--- src/rtl/mcpu_pkg.sv ---
// Shared opcode, state and ALU-control encodings for the multicycle controller.
// MCPU_JAL_EN adds JAL to the set of decodable opcodes.
package mcpu_pkg;

    typedef enum logic [3:0] {
        S_IF   = 4'd0,
        S_ID   = 4'd1,
        S_MADR = 4'd2,
        S_MRD  = 4'd3,
        S_MWB  = 4'd4,
        S_MWR  = 4'd5,
        S_REX  = 4'd6,
        S_RWB  = 4'd7,
        S_IEX  = 4'd8,
        S_IWB  = 4'd9,
        S_BR   = 4'd10,
        S_JMP  = 4'd11,
        S_JAL  = 4'd12
    } state_t;

    localparam logic [5:0] OP_R    = 6'b000000;
    localparam logic [5:0] OP_J    = 6'b000010;
    localparam logic [5:0] OP_JAL  = 6'b000011;
    localparam logic [5:0] OP_BEQ  = 6'b000100;
    localparam logic [5:0] OP_BNE  = 6'b000101;
    localparam logic [5:0] OP_ADDI = 6'b001000;
    localparam logic [5:0] OP_ORI  = 6'b001101;
    localparam logic [5:0] OP_LW   = 6'b100011;
    localparam logic [5:0] OP_SW   = 6'b101011;

    localparam logic [1:0] ALU_ADD   = 2'b00;
    localparam logic [1:0] ALU_SUB   = 2'b01;
    localparam logic [1:0] ALU_FUNCT = 2'b10;
    localparam logic [1:0] ALU_OR    = 2'b11;

    typedef struct packed {
        logic       pc_we;
        logic       ir_we;
        logic       reg_we;
        logic       mem_rd;
        logic       mem_wr;
        logic       iord;
        logic       alu_src_a;
        logic [1:0] reg_dst;
        logic [1:0] mem_to_reg;
        logic [1:0] alu_src_b;
        logic [1:0] pc_src;
        logic [1:0] alu_ctrl;
        logic       illegal;
    } ctrl_t;

    function automatic logic op_legal(input logic [5:0] op);
        case (op)
            OP_R, OP_J, OP_BEQ, OP_BNE, OP_ADDI, OP_ORI, OP_LW, OP_SW: return 1'b1;
`ifdef MCPU_JAL_EN
            OP_JAL: return 1'b1;
`endif
            default: return 1'b0;
        endcase
    endfunction

endpackage

--- src/rtl/mcpu_ctrl_if.sv ---
// Instruction/handshake inputs and datapath control outputs of the controller.
interface mcpu_ctrl_if #(
    parameter int OPW = 6
);
    logic [OPW-1:0] op;
    logic [OPW-1:0] funct;
    logic           zero;
    logic           mem_ready;

    logic           pc_we;
    logic           ir_we;
    logic           reg_we;
    logic           mem_rd;
    logic           mem_wr;
    logic           iord;
    logic           alu_src_a;
    logic [1:0]     reg_dst;
    logic [1:0]     mem_to_reg;
    logic [1:0]     alu_src_b;
    logic [1:0]     pc_src;
    logic [1:0]     alu_ctrl;
    logic [3:0]     state;
    logic           illegal;

    modport master (
        output op, funct, zero, mem_ready,
        input  pc_we, ir_we, reg_we, mem_rd, mem_wr, iord, alu_src_a,
               reg_dst, mem_to_reg, alu_src_b, pc_src, alu_ctrl, state, illegal
    );

    modport slave (
        input  op, funct, zero, mem_ready,
        output pc_we, ir_we, reg_we, mem_rd, mem_wr, iord, alu_src_a,
               reg_dst, mem_to_reg, alu_src_b, pc_src, alu_ctrl, state, illegal
    );
endinterface

--- src/rtl/mcpu_ctrl_dec.sv ---
// Combinational Moore output decode: state (plus op/zero/mem_ready qualifiers) to controls.
// MCPU_JAL_EN enables the JAL state outputs.
module mcpu_ctrl_dec
    import mcpu_pkg::*;
#(
    parameter int OPW = 6
) (
    input  state_t         state,
    input  logic [OPW-1:0] op,
    input  logic           zero,
    input  logic           mem_ready,
    output ctrl_t          ctrl
);

    always_comb begin
        ctrl = '0;
        case (state)
            S_IF: begin
                ctrl.mem_rd    = 1'b1;
                ctrl.alu_src_b = 2'b01;
                ctrl.alu_ctrl  = ALU_ADD;
                ctrl.pc_we     = mem_ready;
                ctrl.ir_we     = mem_ready;
            end
            S_ID: begin
                ctrl.alu_src_b = 2'b11;
                ctrl.alu_ctrl  = ALU_ADD;
                ctrl.illegal   = ~op_legal(op);
            end
            S_MADR: begin
                ctrl.alu_src_a = 1'b1;
                ctrl.alu_src_b = 2'b10;
                ctrl.alu_ctrl  = ALU_ADD;
            end
            S_MRD: begin
                ctrl.mem_rd = 1'b1;
                ctrl.iord   = 1'b1;
            end
            S_MWR: begin
                ctrl.mem_wr = 1'b1;
                ctrl.iord   = 1'b1;
            end
            S_MWB: begin
                ctrl.reg_we     = 1'b1;
                ctrl.mem_to_reg = 2'b01;
            end
            S_REX: begin
                ctrl.alu_src_a = 1'b1;
                ctrl.alu_ctrl  = ALU_FUNCT;
            end
            S_RWB: begin
                ctrl.reg_we  = 1'b1;
                ctrl.reg_dst = 2'b01;
            end
            S_IEX: begin
                ctrl.alu_src_a = 1'b1;
                ctrl.alu_src_b = 2'b10;
                ctrl.alu_ctrl  = (op == OP_ORI) ? ALU_OR : ALU_ADD;
            end
            S_IWB: ctrl.reg_we = 1'b1;
            S_BR: begin
                ctrl.alu_src_a = 1'b1;
                ctrl.alu_ctrl  = ALU_SUB;
                ctrl.pc_src    = 2'b01;
                ctrl.pc_we     = (op == OP_BNE) ? ~zero : zero;
            end
            S_JMP: begin
                ctrl.pc_src = 2'b10;
                ctrl.pc_we  = 1'b1;
            end
`ifdef MCPU_JAL_EN
            S_JAL: begin
                ctrl.pc_src     = 2'b10;
                ctrl.pc_we      = 1'b1;
                ctrl.reg_we     = 1'b1;
                ctrl.reg_dst    = 2'b10;
                ctrl.mem_to_reg = 2'b10;
            end
`endif
            default: ;
        endcase
    end

endmodule

--- src/rtl/mcpu_ctrl.sv ---
// Multicycle CPU control FSM; outputs come from mcpu_ctrl_dec, enables masked during reset.
// MCPU_JAL_EN adds the JAL instruction (state JAL); otherwise opcode 000011 is illegal.
//
//   state | meaning
//   IF    | fetch, wait for mem_ready
//   ID    | decode, precompute branch target
//   MADR  | load/store address
//   MRD   | load memory read, wait for mem_ready
//   MWB   | load register write-back
//   MWR   | store memory write, wait for mem_ready
//   REX   | R-type execute
//   RWB   | R-type write-back
//   IEX   | ADDI/ORI execute
//   IWB   | ADDI/ORI write-back
//   BR    | BEQ/BNE compare and conditional PC update
//   JMP   | jump
//   JAL   | jump-and-link (only with MCPU_JAL_EN)
module mcpu_ctrl
    import mcpu_pkg::*;
#(
    parameter int OPW = 6
) (
    input logic        clk,
    input logic        rst,
    mcpu_ctrl_if.slave bus
);

    state_t state;
    ctrl_t  ctrl;
    logic   unused_funct;

    always_ff @(posedge clk or posedge rst) begin
        if (rst) begin
            state <= S_IF;
        end else begin
            case (state)
                S_IF: if (bus.mem_ready) state <= S_ID;
                S_ID: begin
                    case (bus.op)
                        OP_LW, OP_SW:    state <= S_MADR;
                        OP_R:            state <= S_REX;
                        OP_ADDI, OP_ORI: state <= S_IEX;
                        OP_BEQ, OP_BNE:  state <= S_BR;
                        OP_J:            state <= S_JMP;
`ifdef MCPU_JAL_EN
                        OP_JAL:          state <= S_JAL;
`endif
                        default:         state <= S_IF;
                    endcase
                end
                S_MADR: begin
                    if (bus.op == OP_LW)      state <= S_MRD;
                    else if (bus.op == OP_SW) state <= S_MWR;
                    else                      state <= S_IF;
                end
                S_MRD:  if (bus.mem_ready) state <= S_MWB;
                S_MWR:  if (bus.mem_ready) state <= S_IF;
                S_REX:  state <= S_RWB;
                S_IEX:  state <= S_IWB;
                // every single-cycle terminal state returns to fetch
                default: state <= S_IF;
            endcase
        end
    end

    mcpu_ctrl_dec #(.OPW(OPW)) u_dec (
        .state     (state),
        .op        (bus.op),
        .zero      (bus.zero),
        .mem_ready (bus.mem_ready),
        .ctrl      (ctrl)
    );

    // IF decodes mem_rd and mem_ready-driven enables, so reset must mask them directly
    assign bus.pc_we      = ctrl.pc_we   & ~rst;
    assign bus.ir_we      = ctrl.ir_we   & ~rst;
    assign bus.reg_we     = ctrl.reg_we  & ~rst;
    assign bus.mem_rd     = ctrl.mem_rd  & ~rst;
    assign bus.mem_wr     = ctrl.mem_wr  & ~rst;
    assign bus.illegal    = ctrl.illegal & ~rst;
    assign bus.iord       = ctrl.iord;
    assign bus.alu_src_a  = ctrl.alu_src_a;
    assign bus.reg_dst    = ctrl.reg_dst;
    assign bus.mem_to_reg = ctrl.mem_to_reg;
    assign bus.alu_src_b  = ctrl.alu_src_b;
    assign bus.pc_src     = ctrl.pc_src;
    assign bus.alu_ctrl   = ctrl.alu_ctrl;
    assign bus.state      = state;

    assign unused_funct = ^bus.funct;

endmodule

--- src/flat_wrapper.sv ---
// flat-port wrapper written by rule: the top's interface ports become plain ports
module mcpu_ctrl_flat import mcpu_pkg::*;
#(
    parameter int OPW = 6
)
  (clk, rst, bus_op, bus_funct, bus_zero, bus_mem_ready, bus_pc_we, bus_ir_we, bus_reg_we, bus_mem_rd, bus_mem_wr, bus_iord, bus_alu_src_a, bus_reg_dst, bus_mem_to_reg, bus_alu_src_b, bus_pc_src, bus_alu_ctrl, bus_state, bus_illegal);
  mcpu_ctrl_if #(.OPW(OPW)) bus_i ();
  input logic clk;
  input logic rst;
  input wire logic [$bits(bus_i.op)-1:0] bus_op;
  input wire logic [$bits(bus_i.funct)-1:0] bus_funct;
  input wire logic [$bits(bus_i.zero)-1:0] bus_zero;
  input wire logic [$bits(bus_i.mem_ready)-1:0] bus_mem_ready;
  output wire logic [$bits(bus_i.pc_we)-1:0] bus_pc_we;
  output wire logic [$bits(bus_i.ir_we)-1:0] bus_ir_we;
  output wire logic [$bits(bus_i.reg_we)-1:0] bus_reg_we;
  output wire logic [$bits(bus_i.mem_rd)-1:0] bus_mem_rd;
  output wire logic [$bits(bus_i.mem_wr)-1:0] bus_mem_wr;
  output wire logic [$bits(bus_i.iord)-1:0] bus_iord;
  output wire logic [$bits(bus_i.alu_src_a)-1:0] bus_alu_src_a;
  output wire logic [$bits(bus_i.reg_dst)-1:0] bus_reg_dst;
  output wire logic [$bits(bus_i.mem_to_reg)-1:0] bus_mem_to_reg;
  output wire logic [$bits(bus_i.alu_src_b)-1:0] bus_alu_src_b;
  output wire logic [$bits(bus_i.pc_src)-1:0] bus_pc_src;
  output wire logic [$bits(bus_i.alu_ctrl)-1:0] bus_alu_ctrl;
  output wire logic [$bits(bus_i.state)-1:0] bus_state;
  output wire logic [$bits(bus_i.illegal)-1:0] bus_illegal;
  assign bus_i.op = bus_op;
  assign bus_i.funct = bus_funct;
  assign bus_i.zero = bus_zero;
  assign bus_i.mem_ready = bus_mem_ready;
  assign bus_pc_we = bus_i.pc_we;
  assign bus_ir_we = bus_i.ir_we;
  assign bus_reg_we = bus_i.reg_we;
  assign bus_mem_rd = bus_i.mem_rd;
  assign bus_mem_wr = bus_i.mem_wr;
  assign bus_iord = bus_i.iord;
  assign bus_alu_src_a = bus_i.alu_src_a;
  assign bus_reg_dst = bus_i.reg_dst;
  assign bus_mem_to_reg = bus_i.mem_to_reg;
  assign bus_alu_src_b = bus_i.alu_src_b;
  assign bus_pc_src = bus_i.pc_src;
  assign bus_alu_ctrl = bus_i.alu_ctrl;
  assign bus_state = bus_i.state;
  assign bus_illegal = bus_i.illegal;
  mcpu_ctrl #(.OPW(OPW)) u_core (.clk(clk), .rst(rst), .bus(bus_i));
endmodule
--- config.mk ---
export PLATFORM = sky130hd
export DESIGN_NAME = mcpu_ctrl_flat
export DESIGN_NICKNAME = d
export VERILOG_FILES = /design/src/rtl/mcpu_pkg.sv /design/src/rtl/mcpu_ctrl_if.sv /design/src/rtl/mcpu_ctrl_dec.sv /design/src/rtl/mcpu_ctrl.sv /design/src/flat_wrapper.sv
export SDC_FILE = /design/constraint.sdc
export NUM_CORES = 1
export LEC_CHECK = 0
export CORE_MARGIN = 2
export CORE_UTILIZATION = 38
export DETAILED_ROUTE_END_ITERATION = 8
export GPL_TIMING_DRIVEN = 0
export PLACE_DENSITY = 0.83
export SLEW_MARGIN = 20
export SYNTH_ARGS = -nofsm -noshare
export SYNTH_HDL_FRONTEND = slang
export SYNTH_SLANG_ARGS = --single-unit
--- constraint.sdc ---
create_clock -name clk -period 1.93 [get_ports clk]
set_input_delay 0.386 -clock clk [delete_from_list [all_inputs] [get_ports clk]]
set_output_delay 0.386 -clock clk [all_outputs]
set_load 0.02 [all_outputs]
==> run_results.csv <==
group,metric,value,unit
yosys,synthTopCellsByArea,"dfrtp_1, nor2_1, nor3_1",
yosys,synth_cells,103,
clocking,h-tree-depth,1,
timing,fmax,480.6,MHz
layout,reg_top3,"u_core.bus.state: 4 flops",
worst_setup_path,endpoint,"bus_illegal",
floorplan,die_x,46.32,µm
floorplan,num_io_pins,38,
timing,rsz0062_at_grt,"yes",
hold_path,hold_class,"input port to asynchronous set/reset pin",
power_and_ir_drop,power_frac_comb,0.732,
floorplan,initial_utilization,0.3985,
timing,period_share,1.078,
yosys,synthArstFlopShare,1.000,
worst_setup_path,crit_start,"u_core.bus.state[3]$_DFFE_PP0P_",
drt,wl_per_cell,14.55,µm
worst_setup_path,crit_fanout,6,
power_and_ir_drop,swShare,0.4996,
run,max_cap_violations,0,
global_routing,grt-ovfl-total,0,
drt,viasPerCell,5.745,
worst_setup_path,reg2regPathDepth,6,
yosys,ys_ff_latch,4,
worst_setup_path,critPathCaptureType,"output port",
timing,finalSetupTns,-0.2593,ns
yosys,synth_area,680.7,µm²
power_and_ir_drop,vdd_drop_max,648.8,µV
layout,fillers,161,
clocking,path_clk_slew,0.04,ns
global_routing,grt_pass1_vias,887,
worst_setup_path,r2r-start,"u_core.bus.state[1]$_DFFE_PP0P_",
floorplan,core_area,1708,µm²
yosys,synth_most_common_cell,"nor2_1",
layout,layout.nets,157,
timing,finalSetupViolCount,2,
worst_setup_path,cp.arrival,1.69,ns
layout,drive_gt1_frac,0.4000,
power_and_ir_drop,power,0.0009584,W
global_routing,grt_antenna_before_repair,0,
drt,firstDrtPassIters,4,
drt,wirelength,2.401,mm
drt,drc,0,
clocking,clk-insertion-delay-late,0.23,ns
layout,area_growth,63.97,%
global_routing,grt_max_degree,11,
layout,antennaDiodeCount,0,
yosys,synth_top_area_cell,"dfrtp_1",
power_and_ir_drop,p_leak,0.4803,nW
worst_setup_path,cp.required,1.54,ns
worst_setup_path,crit_path_start_kind,"flop",
yosys,ys_seq_area_frac,0.1471,
yosys,ys.flop_type,"dfrtp_1",
power_and_ir_drop,internal_power,0.0004796,W
global_routing,grt_pass1_wl,3.677,mm
clocking,cts_inserted_buffers,3,
global_routing,track_usage,0.2344,
status,failed_checks,"setup timing",
clocking,cts_tree,"built",
placement,place_hpwl,1.606,mm
yosys,synth_edf_count,0,
yosys,synth.top_cell.area_share,0.1471,
power_and_ir_drop,p_clk_frac,0.120,
timing,min_period,2.081,ns
worst_setup_path,reg2reg_to,"u_core.bus.state[0]$_DFFE_PP0P_",
floorplan,die-area,2146,µm²
power_and_ir_drop,p_sw,0.0004788,W
timing,skew,0.001445,ns
placement,place_congestion,0.8555,
yosys,synth_area_per_cell,6.608,µm²
timing,finalHoldViolCount,0,
floorplan,rows,15,
placement,pre_cts_slack,-1.161,ns
drt,antenna_left,0,
timing,whs,0.3404,ns
power_and_ir_drop,seqPwrFrac,0.148,
clocking,cts_sinks,4,
yosys,yosys_warnings,0,
layout,largest_register,"u_core.bus.state",
floorplan,fp.dieH,46.32,µm
timing,final-max-slew-violation-count,0,
yosys,ys_top_cells_by_count,"nor2_1, nor3_1, a21oi_1",
layout,largest_reg_flops,4,
worst_setup_path,r2r_slack,0.36,ns
drt,num_vias,948,
worst_setup_path,critPathKind,"flop to output port",
timing,setup_ws,-0.1506,ns
power_and_ir_drop,p_per_area,858.7,nW/µm²
clocking,clk_path_buf_depth,2,
clocking,root_buffer,"clkbuf_4",
yosys,synth_cell_types,39,
status,status,"complete, but fails checks",
drt,drt_iter0_drc,44,
layout,fin_util,0.6535,
placement,portBuffers,27,
## worst min path at each step
stage / start / to / cells after the start
after detailed placement: u_core.bus.state[3]$_DFFE_PP0P_ / u_core.bus.state[0]$_DFFE_PP0P_ / 3
after global placement: u_core.bus.state[3]$_DFFE_PP0P_ / u_core.bus.state[0]$_DFFE_PP0P_ / 3
after global routing: rst / u_core.bus.state[2]$_DFFE_PP0P_ / 2
after floorplan: rst / u_core.bus.state[0]$_DFFE_PP0P_ / 1
final: rst / u_core.bus.state[2]$_DFFE_PP0P_ / 2
after CTS: rst / u_core.bus.state[1]$_DFFE_PP0P_ / 2
## cell type report
| type | count | area, µm² | share of cell area |
|---|---|---|---|
| inverters | 4 | 15.01 | 0.01345 |
| well taps | 25 | 31.28 | 0.02803 |
| plain buffers | 9 | 63.81 | 0.05717 |
| clock buffers | 4 | 26.28 | 0.02354 |
| flip-flops and latches | 4 | 105.1 | 0.09417 |
| repair buffers | 36 | 269.0 | 0.2410 |
| multi-input cells | 83 | 605.6 | 0.5426 |
## cells in the final DEF, fill, tap and decap left out, drive strengths merged, types with 3 or more instances in the layout
cell type | synthesis | final
o21ai | 3 | 3
nor4 | 3 | 3
a31oi | 3 | 3
nand3 | 3 | 3
nor2b | 3 | 3
nor2 | 14 | 14
nand2b | 4 | 4
dlygate4sd2 | 0 | 9
buf | 8 | 26
dfrtp | 4 | 4
nand2 | 6 | 6
a21oi | 7 | 7
inv | 4 | 4
clkdlybuf4s50 | 0 | 5
xor2 | 3 | 3
clkbuf | 5 | 9
or4 | 4 | 4
nor3 | 8 | 8
## cells by family after synthesis
| group | count (synthesis) | share of synthesized area |
|---|---|---|
| and+or+nand+nor | 53 | 0.4210 |
| other | 1 | 0.005509 |
| DFF | 4 | 0.1471 |
| AOI/OAI and AO/OA | 23 | 0.2316 |
| muxes | 1 | 0.01654 |
| xor gates and xnor gates | 4 | 0.05148 |
| buffers and inverters | 17 | 0.1268 |
## power groups by stage
stage	clock network, W	registers (W)	logic [W]
global placement	0	0.000115	0.000636
floorplan	0	0.000137	0.000398
global route	0.000122	0.000145	0.000746
detailed placement	0	0.000116	0.000645
finish	0.000115	0.000142	0.000701
CTS	0.000118	0.000142	0.000675
## critical path, cell delays in order (launching register included)
cell,delay [ns]
dfrtp_2,0.42
or2_4,0.29
or4_4,0.50
a21oi_4,0.13
buf_6,0.13
## per-stage QoR
step | instances | instance area, µm²
final | 165 | 1116
after CTS | 164 | 1147
after detailed placement | 156 | 1021
after global placement | 156 | 1021
after floorplan | 104 | 719.4
after global routing | 165 | 1116
## what timing repair did
action / 4_1_cts / 5_1_grt
pin swaps: 5 / 5
endpoints found under the setup margin: 16 / 10
gates resized for setup: 72 / 24
hold buffers: 0 / 0
setup buffers: 8 / 1
## routing by layer
| layer | vias to the layer above | global-route usage | wire length, µm |
|---|---|---|---|
| met5 | - | 0 | 0 |
| met4 | 0 | 0.1257 | 71 |
| met3 | 10 | 0.01569 | 130 |
| met2 | 50 | 0.4167 | 1202 |
| met1 | 449 | 0.2751 | 997 |
| li1 | 439 | - | - |
Power figures use the tool's default switching activity.
